$ cat config.mk
export PLATFORM = sky130hd
export DESIGN_NAME = arb_byte_packer
export DESIGN_NICKNAME = d
export VERILOG_FILES = /design/src/rtl/arb_byte_packer.sv
export SDC_FILE = /design/constraint.sdc
export NUM_CORES = 1
export LEC_CHECK = 0
export CAP_MARGIN = 20
export CORE_ASPECT_RATIO = 0.7
export CORE_MARGIN = 8
export CORE_UTILIZATION = 64
export DETAILED_ROUTE_END_ITERATION = 6
export GPL_ROUTABILITY_DRIVEN = 0
export PLACE_DENSITY = 0.83
export SLEW_MARGIN = 5
export SYNTH_ARGS = -nofsm -noshare
export SYNTH_HDL_FRONTEND = slang
export SYNTH_SLANG_ARGS = --single-unit
$ cat constraint.sdc
create_clock -name clk -period 7.25 [get_ports clk]
set_clock_uncertainty 0.1 [all_clocks]
set_input_delay 0.725 -clock clk [delete_from_list [all_inputs] [get_ports clk]]
set_output_delay 0.725 -clock clk [all_outputs]
set_load 0.1 [all_outputs]
$ cat src/rtl/arb_byte_packer.sv
`default_nettype none
// ============================================================================
// Module   : arb_byte_packer
// Purpose  : Packs the arbiter's 8-bit byte stream (no backpressure) into
//            32-bit words. Completed or flushed words are buffered in a small
//            circular queue and offered on a valid/ready interface. Words that
//            arrive while the queue is full (and no pop is happening) are
//            dropped, and a sticky overflow flag is raised.
//
// Ports    : clk         system clock, rising edge
//            rst         synchronous reset, active-high
//            din         byte from the arbiter
//            din_valid   byte qualifier; a byte is taken every cycle it is 1
//            flush       emit any partially assembled word now
//            dout        head word, first byte in [7:0]
//            dout_cnt    number of valid bytes in the head word (1..4)
//            dout_valid  queue non-empty
//            dout_ready  consumer accepts the head word
//            dout_par    per-lane even parity of the head word (optional)
//            overflow    sticky drop flag, cleared only by rst
//            level       queue occupancy, 0..OUT_DEPTH
//
// Options  : define ARB_BYTE_PACKER_PARITY_EN to add dout_par and the parity
//            storage in the queue.
//
// Revision : 1.0 - initial release
// ============================================================================
module arb_byte_packer #(
   parameter int OUT_DEPTH = 4,
   parameter int PTR_W     = 2
) (
   input  logic             clk,
   input  logic             rst,
   input  logic [7:0]       din,
   input  logic             din_valid,
   input  logic             flush,
   output logic [31:0]      dout,
   output logic [2:0]       dout_cnt,
   output logic             dout_valid,
   input  logic             dout_ready,
`ifdef ARB_BYTE_PACKER_PARITY_EN
   output logic [3:0]       dout_par,
`endif
   output logic             overflow,
   output logic [PTR_W:0]   level
);

   localparam logic [PTR_W:0]   c_full_level = OUT_DEPTH[PTR_W:0];
   localparam logic [PTR_W:0]   c_level_one  = 1;
   localparam logic [PTR_W-1:0] c_ptr_one    = 1;

   // ------------------------------------------------------------------------
   // State
   // ------------------------------------------------------------------------
   logic [1:0]        r_idx;
   logic [31:0]       r_asm;
   logic [PTR_W-1:0]  r_wr_ptr;
   logic [PTR_W-1:0]  r_rd_ptr;
   logic [PTR_W:0]    r_level;
   logic              r_overflow;
   logic [31:0]       r_dout;
   logic [2:0]        r_dout_cnt;

   logic [31:0]       r_mem_data [OUT_DEPTH];
   logic [2:0]        r_mem_cnt  [OUT_DEPTH];

   // ------------------------------------------------------------------------
   // Combinational
   // ------------------------------------------------------------------------
   logic [31:0]       w_asm_fill;
   logic [2:0]        w_cnt_fill;
   logic              w_push;
   logic              w_pop;
   logic              w_full;
   logic              w_push_acc;
   logic              w_drop;
   logic [PTR_W:0]    w_level_next;
   logic [PTR_W-1:0]  w_rd_next;
   logic              w_head_is_new;

   // The word as it looks after this cycle's byte (if any) lands in lane idx.
   // Lanes above idx are always zero because the assembly register is cleared
   // on every push, so a partial word carries zeros in its unused lanes.
   always_comb begin
      w_asm_fill = r_asm;
      if (din_valid) begin
         w_asm_fill[{r_idx, 3'b000} +: 8] = din;
      end
   end

   assign w_cnt_fill = {1'b0, r_idx} + (din_valid ? 3'd1 : 3'd0);

   // A push happens when the fourth byte lands, or on flush whenever at least
   // one byte (held or arriving this cycle) exists.
   assign w_push = (din_valid && (r_idx == 2'd3))
                || (flush && ((r_idx != 2'd0) || din_valid));

   assign w_pop      = (r_level != '0) && dout_ready;
   assign w_full     = (r_level == c_full_level);
   // A simultaneous pop frees the slot, so a full queue can still accept.
   assign w_push_acc = w_push && (!w_full || w_pop);
   assign w_drop     = w_push && w_full && !w_pop;

   always_comb begin
      w_level_next = r_level;
      case ({w_push_acc, w_pop})
         2'b10:   w_level_next = r_level + c_level_one;
         2'b01:   w_level_next = r_level - c_level_one;
         default: w_level_next = r_level;
      endcase
   end

   assign w_rd_next = w_pop ? (r_rd_ptr + c_ptr_one) : r_rd_ptr;

   // When the only entry left after this edge is the one being written now,
   // the head register must take the incoming word directly, since the
   // storage array does not yet hold it. A word pushed into an empty queue is
   // never popped in the same cycle because w_pop requires a non-zero level.
   assign w_head_is_new = w_push_acc && (w_level_next == c_level_one);

   // ------------------------------------------------------------------------
   // Assembly, pointers, occupancy, overflow and head register
   // ------------------------------------------------------------------------
   always_ff @(posedge clk) begin
      if (rst) begin
         r_idx      <= 2'd0;
         r_asm      <= 32'd0;
         r_wr_ptr   <= '0;
         r_rd_ptr   <= '0;
         r_level    <= '0;
         r_overflow <= 1'b0;
         r_dout     <= 32'd0;
         r_dout_cnt <= 3'd0;
      end else begin
         // A push restarts assembly even when the word is dropped, so the
         // next byte always begins a fresh word in lane 0.
         if (w_push) begin
            r_idx <= 2'd0;
            r_asm <= 32'd0;
         end else if (din_valid) begin
            r_idx <= r_idx + 2'd1;
            r_asm <= w_asm_fill;
         end

         if (w_push_acc) begin
            r_wr_ptr <= r_wr_ptr + c_ptr_one;
         end
         r_rd_ptr <= w_rd_next;
         r_level  <= w_level_next;

         if (w_drop) begin
            r_overflow <= 1'b1;
         end

         // Head register tracks the entry at the next read pointer. With no
         // pop it reloads the same entry, which keeps it stable while the
         // consumer stalls. When the queue drains it simply holds.
         if (w_level_next != '0) begin
            if (w_head_is_new) begin
               r_dout     <= w_asm_fill;
               r_dout_cnt <= w_cnt_fill;
            end else begin
               r_dout     <= r_mem_data[w_rd_next];
               r_dout_cnt <= r_mem_cnt[w_rd_next];
            end
         end
      end
   end

   // Queue storage carries no reset: an entry is only read after it has been
   // written, and pointers/level are reset above.
   always_ff @(posedge clk) begin
      if (w_push_acc) begin
         r_mem_data[r_wr_ptr] <= w_asm_fill;
         r_mem_cnt[r_wr_ptr]  <= w_cnt_fill;
      end
   end

`ifdef ARB_BYTE_PACKER_PARITY_EN
   // ------------------------------------------------------------------------
   // Per-lane parity, computed at push time and stored with the word
   // ------------------------------------------------------------------------
   logic [3:0] w_par_fill;
   logic [3:0] r_mem_par [OUT_DEPTH];
   logic [3:0] r_dout_par;

   for (genvar k = 0; k < 4; k++) begin : g_par
      assign w_par_fill[k] = ^w_asm_fill[8*k +: 8];
   end

   always_ff @(posedge clk) begin
      if (w_push_acc) begin
         r_mem_par[r_wr_ptr] <= w_par_fill;
      end
   end

   always_ff @(posedge clk) begin
      if (rst) begin
         r_dout_par <= 4'd0;
      end else if (w_level_next != '0) begin
         if (w_head_is_new) begin
            r_dout_par <= w_par_fill;
         end else begin
            r_dout_par <= r_mem_par[w_rd_next];
         end
      end
   end

   assign dout_par = r_dout_par;
`endif

   // ------------------------------------------------------------------------
   // Outputs
   // ------------------------------------------------------------------------
   assign dout       = r_dout;
   assign dout_cnt   = r_dout_cnt;
   assign dout_valid = (r_level != '0);
   assign overflow   = r_overflow;
   assign level      = r_level;

endmodule
`default_nettype wire

* Word-level counts from Yosys, hierarchy flattened
Memories as Yosys holds them, arrays and structs flattened. Cells that the tools add are included.
Storage, ports and cells: flip-flop bits (word level) 77, bits in latches 0, RAM bits 140, memory bits (read-only) 0, input port bits 13, output and inout bits 40, logic and storage cells 49, memories 2
Cells by class: $add $sub $neg 7, multipliers 0, div/mod/pow operators 0, order comparisons 0, equal/unequal tests 5, shifts and indexed selects 2, muxes and demuxes 9, bitwise logic cells 0, reductions and logical operators 16
Memories:
- r_mem_data | depth 4, bits a word 32, rd ports 1, clocked after Yosys merged registers in 0, write ports 1, line 64 | logic [31:0] r_mem_data [OUT_DEPTH];
- r_mem_cnt | depth 4, bits a word 3, rd ports 1, clocked after Yosys merged registers in 0, write ports 1, line 65 | logic [2:0] r_mem_cnt [OUT_DEPTH];
Operators by type and width (number):
- 32-bit two-way mux | 2
- 32-bit bitwise mux | 1
- 8-bit by 7-bit variable shift with 32-bit output (first input constant) | 1
- 8-bit by 7-bit indexed part select with 32-bit output | 1
- 1-bit logical AND | 7
- 5-bit negator with 7-bit output | 1
- 2-bit by 1-bit adder with 2-bit output (second input constant) | 3
- 3-bit case mux with 2 select lines | 1
- 3-bit nonzero test | 2
- 2-bit == test (second input constant) | 2
- 2-bit by 1-bit adder with 3-bit output | 1
- 3-bit by 1-bit adder with 3-bit output (second input constant) | 1
- 3-bit by 1-bit == test with 1-bit output (second input constant) | 1
- 3-bit == test (second input constant) | 1
- 1-bit logical OR | 3
- 1-bit two-way mux | 3
- 3-bit two-way mux | 1
- 3-bit by 1-bit subtractor with 3-bit output (second input constant) | 1
- 2-bit by 1-bit == test with 1-bit output (second input constant) | 1
- 1-bit logical NOT | 2
- 2-bit two-way mux | 1
- 2-bit nonzero test | 1
- 2-bit OR reduction | 1

* Longest topological paths before layout
depth after elaboration 10, mapped depth 15, mapped depth without buffers 13

* Least setup slack after synthesis
No wires, ideal clock.
path type reg-to-reg, start register r_level[1], in the netlist level[1], end register r_dout[10], in the netlist dout[10], library setup time 0.079 ns, data arrival time 3.861 ns, required time 7.071 ns, setup slack 3.210 ns, stages on the path, launching flop included 14, buffers on the path 3, clock period less this slack 4.040 ns, path through dfxtp_1 > o31ai_4 > inv_2 > clkbuf_1 > clkbuf_1 > ha_1 > inv_1 > fa_1 > xnor3_1 > o22a_2 > nand2b_4 > or3_4 > buf_6 > o221ai_2
On the way: word-level cells in the longest chain between the ends 9, elaborated cells between the ends (all ways) 17, those cells by class add/sub: 2; eq/ne: 4; mux: 3; reduce/logical: 7; memory: 1
Ends and longest elaborated chain:
- start: declaration | line 59 | logic [PTR_W:0] r_level;
- start signal: assignment | line 149 | r_level <= w_level_next;
- 3-bit == test or 3-bit nonzero test (tied branches) | line 99, 98
- 1-bit logical NOT or 1-bit logical AND (tied branches) | line 101, 98
- 1-bit logical OR | line 101 | assign w_push_acc = w_push && (!w_full || w_pop);
- 1-bit logical AND | line 101
- 2-bit by 1-bit == test with 1-bit output or 2-bit == test (tied branches) | line 106 | case ({w_push_acc, w_pop})
- 3-bit case mux with 2 select lines | line 106
- 3-bit by 1-bit == test with 1-bit output | line 119 | assign w_head_is_new = w_push_acc && (w_level_next == c_level_one);
- 1-bit logical AND | line 119
- 32-bit two-way mux | line 159 | if (w_head_is_new) begin
- end signal: assignment | line 160 | r_dout <= w_asm_fill;
- end signal: assignment | line 163 | r_dout <= r_mem_data[w_rd_next];
- end: declaration | line 61 | logic [31:0] r_dout;
Several ways; a longest one is shown, not always the timed one. A chain may end at the register's enable or synchronous reset.

* Worst setup path in the final report
start input dout_ready, end register r_dout[25], in the netlist dout[25]
On the way: word-level cells in the longest chain between the ends 8, elaborated cells between the ends (all ways) 12, those cells by class eq/ne: 3; mux: 3; reduce/logical: 5; memory: 1
Ends and longest elaborated chain:
- start: declaration | line 40 | input logic dout_ready,
- 1-bit logical AND * | line 98 | assign w_pop = (r_level != '0) && dout_ready;
- 1-bit logical OR | line 101
- 1-bit logical AND | line 101
- 2-bit by 1-bit == test with 1-bit output or 2-bit == test (tied branches) | line 106
- 3-bit case mux with 2 select lines | line 106
- 3-bit by 1-bit == test with 1-bit output | line 119
- 1-bit logical AND | line 119
- 32-bit two-way mux | line 159
Every way passes the cells marked *; elsewhere a longest branch is shown, timed or not.

==> results_dict.tcl <==
set metrics [dict create \
    netlist_instances 822 \
    netSwitchingPower_mw 1.88 \
    cts_tree "done" \
    crit_required_ns 7.48 \
    drt-pass1-iter-count 5 \
    final_nets 867 \
    cp_max_fo 43 \
    yosysSeqAreaShare 0.584 \
    worstReg2RegStart "level[1]" \
    yosys_warnings 0 \
    ys_ff_latch 217 \
    antenna_cells 0 \
    p_total_mw 4.59 \
    design.core.area_um2 15300 \
    critPathCaptureType "flip-flop" \
    cts_buffer_depth 3 \
    cts_num_sinks 217 \
    slew_viol_final 0 \
    min_from "dout[4]" \
    max_freq_mhz 215 \
    grt.overflow.total 0 \
    synth_ff_type "edfxtp_1" \
    dieArea_um2 19600 \
    grt_pass1_vias 7031 \
    drcViolationCount 0 \
    drtIter0Drc 815 \
    reg2regPathDepth 11 \
    grt.total_usage 0.239 \
    p_per_area_nw_per_um2 413 \
    syn_to_final_growth_pct 13.2 \
    start_util 0.644 \
    wl_per_cell_um 22.7 \
    start_kind "input port" \
    clockPowerShare 0.242 \
    cts_resized 0 \
    max_cap_violations 0 \
    arrival_ns 4.88 \
    cts.clk_slew.worst_paths_ns 0.06 \
    postCtsSetupRepairBufs 0 \
    wl_um 23900 \
    syn_avg_cell_area_um2 12.0 \
    slowest_delay_ns 0.70 \
    ys_async_sr_fraction 0 \
    yosysUniqueCellTypes 49 \
    port_buffers 52 \
    dp_hpwl_um 14400 \
    io_pins 53 \
    vias_per_cell 6.73 \
    holdPathStages 2 \
    combPwrFrac 0.418 \
    die_w_um 164 \
    r2r-end "dout[25]" \
    p_leak_nw 4.09 \
    power.share.switching 0.410 \
    tightest_slew_ns 1.05 \
    fin_crit_sh 0.641 \
    slew_headroom 0.292 \
    crit_chain "clkdlybuf4s50_1 > o31ai_4 > buf_4 > clkinv_2 > ha_1 > inv_1 > fa_1 > xnor3_1 > o22a_2 > nand2b_4 > nor2_1 > a221oi_1" \
    cts_max_level 1 \
    synth_nets 847 \
    root_buffer "clkbuf_16" \
    rsz0062_at_grt "no" \
    setup_tns_ns 0 \
    die_h_um 120 \
    setup_violations 0 \
    grt_max_degree 100 \
    grt_first_pass_wirelength_um 37600 \
    hold_buffers 0 \
    cts-buffers-inserted 21 \
    synth_edf_count 140 \
    vdd_drop_max_uv 360 \
    row_count 38 \
    ant_nets 0 \
    antenna_found_initial 0 \
    seq_power_share 0.340 \
    clock_latency_ns 0.50 \
    n_fill_cell 984 \
    post_route_cells_drive_above_1_share 0.131 \
    hold_class "reg -> reg" \
    intPower_mw 2.71 \
    crit_type "in -> reg" \
    timing.reg2reg.setup_slack_ns 2.72 \
    min_to "dout[4]" \
    cp_slowest_cell "nor2_1" \
    finalWorstPathRequiredPeriod_ns 4.65 \
    vias 7102 \
    outcome "finished, final reports clean" \
    hold_viol 0 \
    synth_area_um2 9830 \
]
## cell usage after synthesis, drive strengths merged (5+ instances only)
cell type,count,area share
clkbuf,44,0.017
inv,42,0.016
and3,10,0.0064
o31ai,32,0.026
mux2,32,0.037
ha,11,0.014
nand3b,31,0.024
nor3,37,0.019
nand2b,6,0.0046
a221oi,12,0.011
and2,5,0.0032
nor2,81,0.031
edfxtp,140,0.43
dfxtp,77,0.16
o221ai,51,0.058
buf,23,0.012
nand2,27,0.010
or3,34,0.022
a22oi,32,0.024
o21bai,13,0.0099
a22o,31,0.028
## layer usage
layer  part of all wire  track usage  vias to the layer above  wire, um
met5                  0            0                        -         0
met4              0.027       0.0815                        0       651
met3              0.093       0.0407                       55      2220
met2               0.49        0.403                      354     11700
met1               0.39        0.310                     3498      9360
li1                   -            -                     3195         -
## state kept, by name, summed over array words and instances (netlist names)
register    cells
dout           32
dout_cnt        3
level           3
overflow        1
r_asm          32
r_idx           2
r_mem_cnt      12
r_mem_data    128
r_rd_ptr        2
r_wr_ptr        2
## how the worst max path moves through the flow
stage	start	end
floorplan	level[1]	dout[10]
global placement	dout_ready	dout[30]
detailed placement	dout_ready	dout[30]
CTS	dout_ready	dout[1]
global route	dout_ready	dout[24]
finish	dout_ready	dout[25]
## power by group through the flow
stage | clock network, mW | logic (mW) | registers [mW]
floorplan | 0 | 1.06 | 1.99
global placement | 0 | 1.81 | 1.58
detailed placement | 0 | 1.88 | 1.59
CTS | 1.12 | 1.89 | 1.56
global route | 1.17 | 2.03 | 1.58
finish | 1.11 | 1.92 | 1.56
## kinds of logic after synthesis
family                     after synthesis  synth area share
buffers and inverters                  109            0.0448
xor gates and xnor gates                 7           0.00764
AOI/OAI and AO/OA                      192             0.173
and+or+nand+nor                        250             0.135
DFF                                    217             0.584
muxes                                   35            0.0397
adders and majority gates               12            0.0160
## placed cells by master, fill, tap and decap left out, types with 10 or more instances in the layout
cell type	Yosys	layout
a221oi_1	12	12
o31ai_1	31	31
o221ai_1	31	31
nand2_1	27	27
dfxtp_1	77	75
buf_4	0	12
and3_1	10	10
or3_1	33	33
a22o_1	31	31
o21bai_1	13	13
inv_1	40	40
nand3b_1	31	31
clkdlybuf4s50_1	0	52
nor3_1	37	37
o221ai_2	20	20
edfxtp_1	140	140
ha_1	11	11
mux2_2	32	32
a22oi_1	32	32
clkbuf_16	0	23
nor2_1	81	81
## worst max-delay path: cells and delay by family
kind / cells / cell delay, ns
AOI/OAI and AO/OA: 3 / 0.57
xor gates and xnor gates: 1 / 0.25
adders and majority gates: 2 / 0.69
buffers and inverters: 4 / 1.74
and+or+nand+nor: 2 / 0.87
## stage by stage
stage	setup WS [ns]	hold slack, ns	instance area (um2)	std cells	utilization
global placement	2.35	0.359	10400	1018	0.682
detailed placement	2.16	0.356	10400	1018	0.682
CTS	2.67	0.380	11100	1055	0.728
floorplan	3.21	0.405	9830	822	-
global route	2.48	0.398	11100	1056	0.729
finish	2.60	0.372	11100	1056	0.729
## cell type report
| cell class | instances | area, um2 | area share |
|---|---|---|---|
| flip-flops and latches | 217 | 5750 | 0.517 |
| clock inverters | 12 | 111 | 0.0100 |
| well taps | 200 | 250 | 0.0225 |
| repair buffers | 64 | 611 | 0.0549 |
| clock buffers | 25 | 593 | 0.0533 |
| inverters | 42 | 159 | 0.0143 |
| multi-input cells | 496 | 3650 | 0.328 |
(Power assumes the default switching activity.)
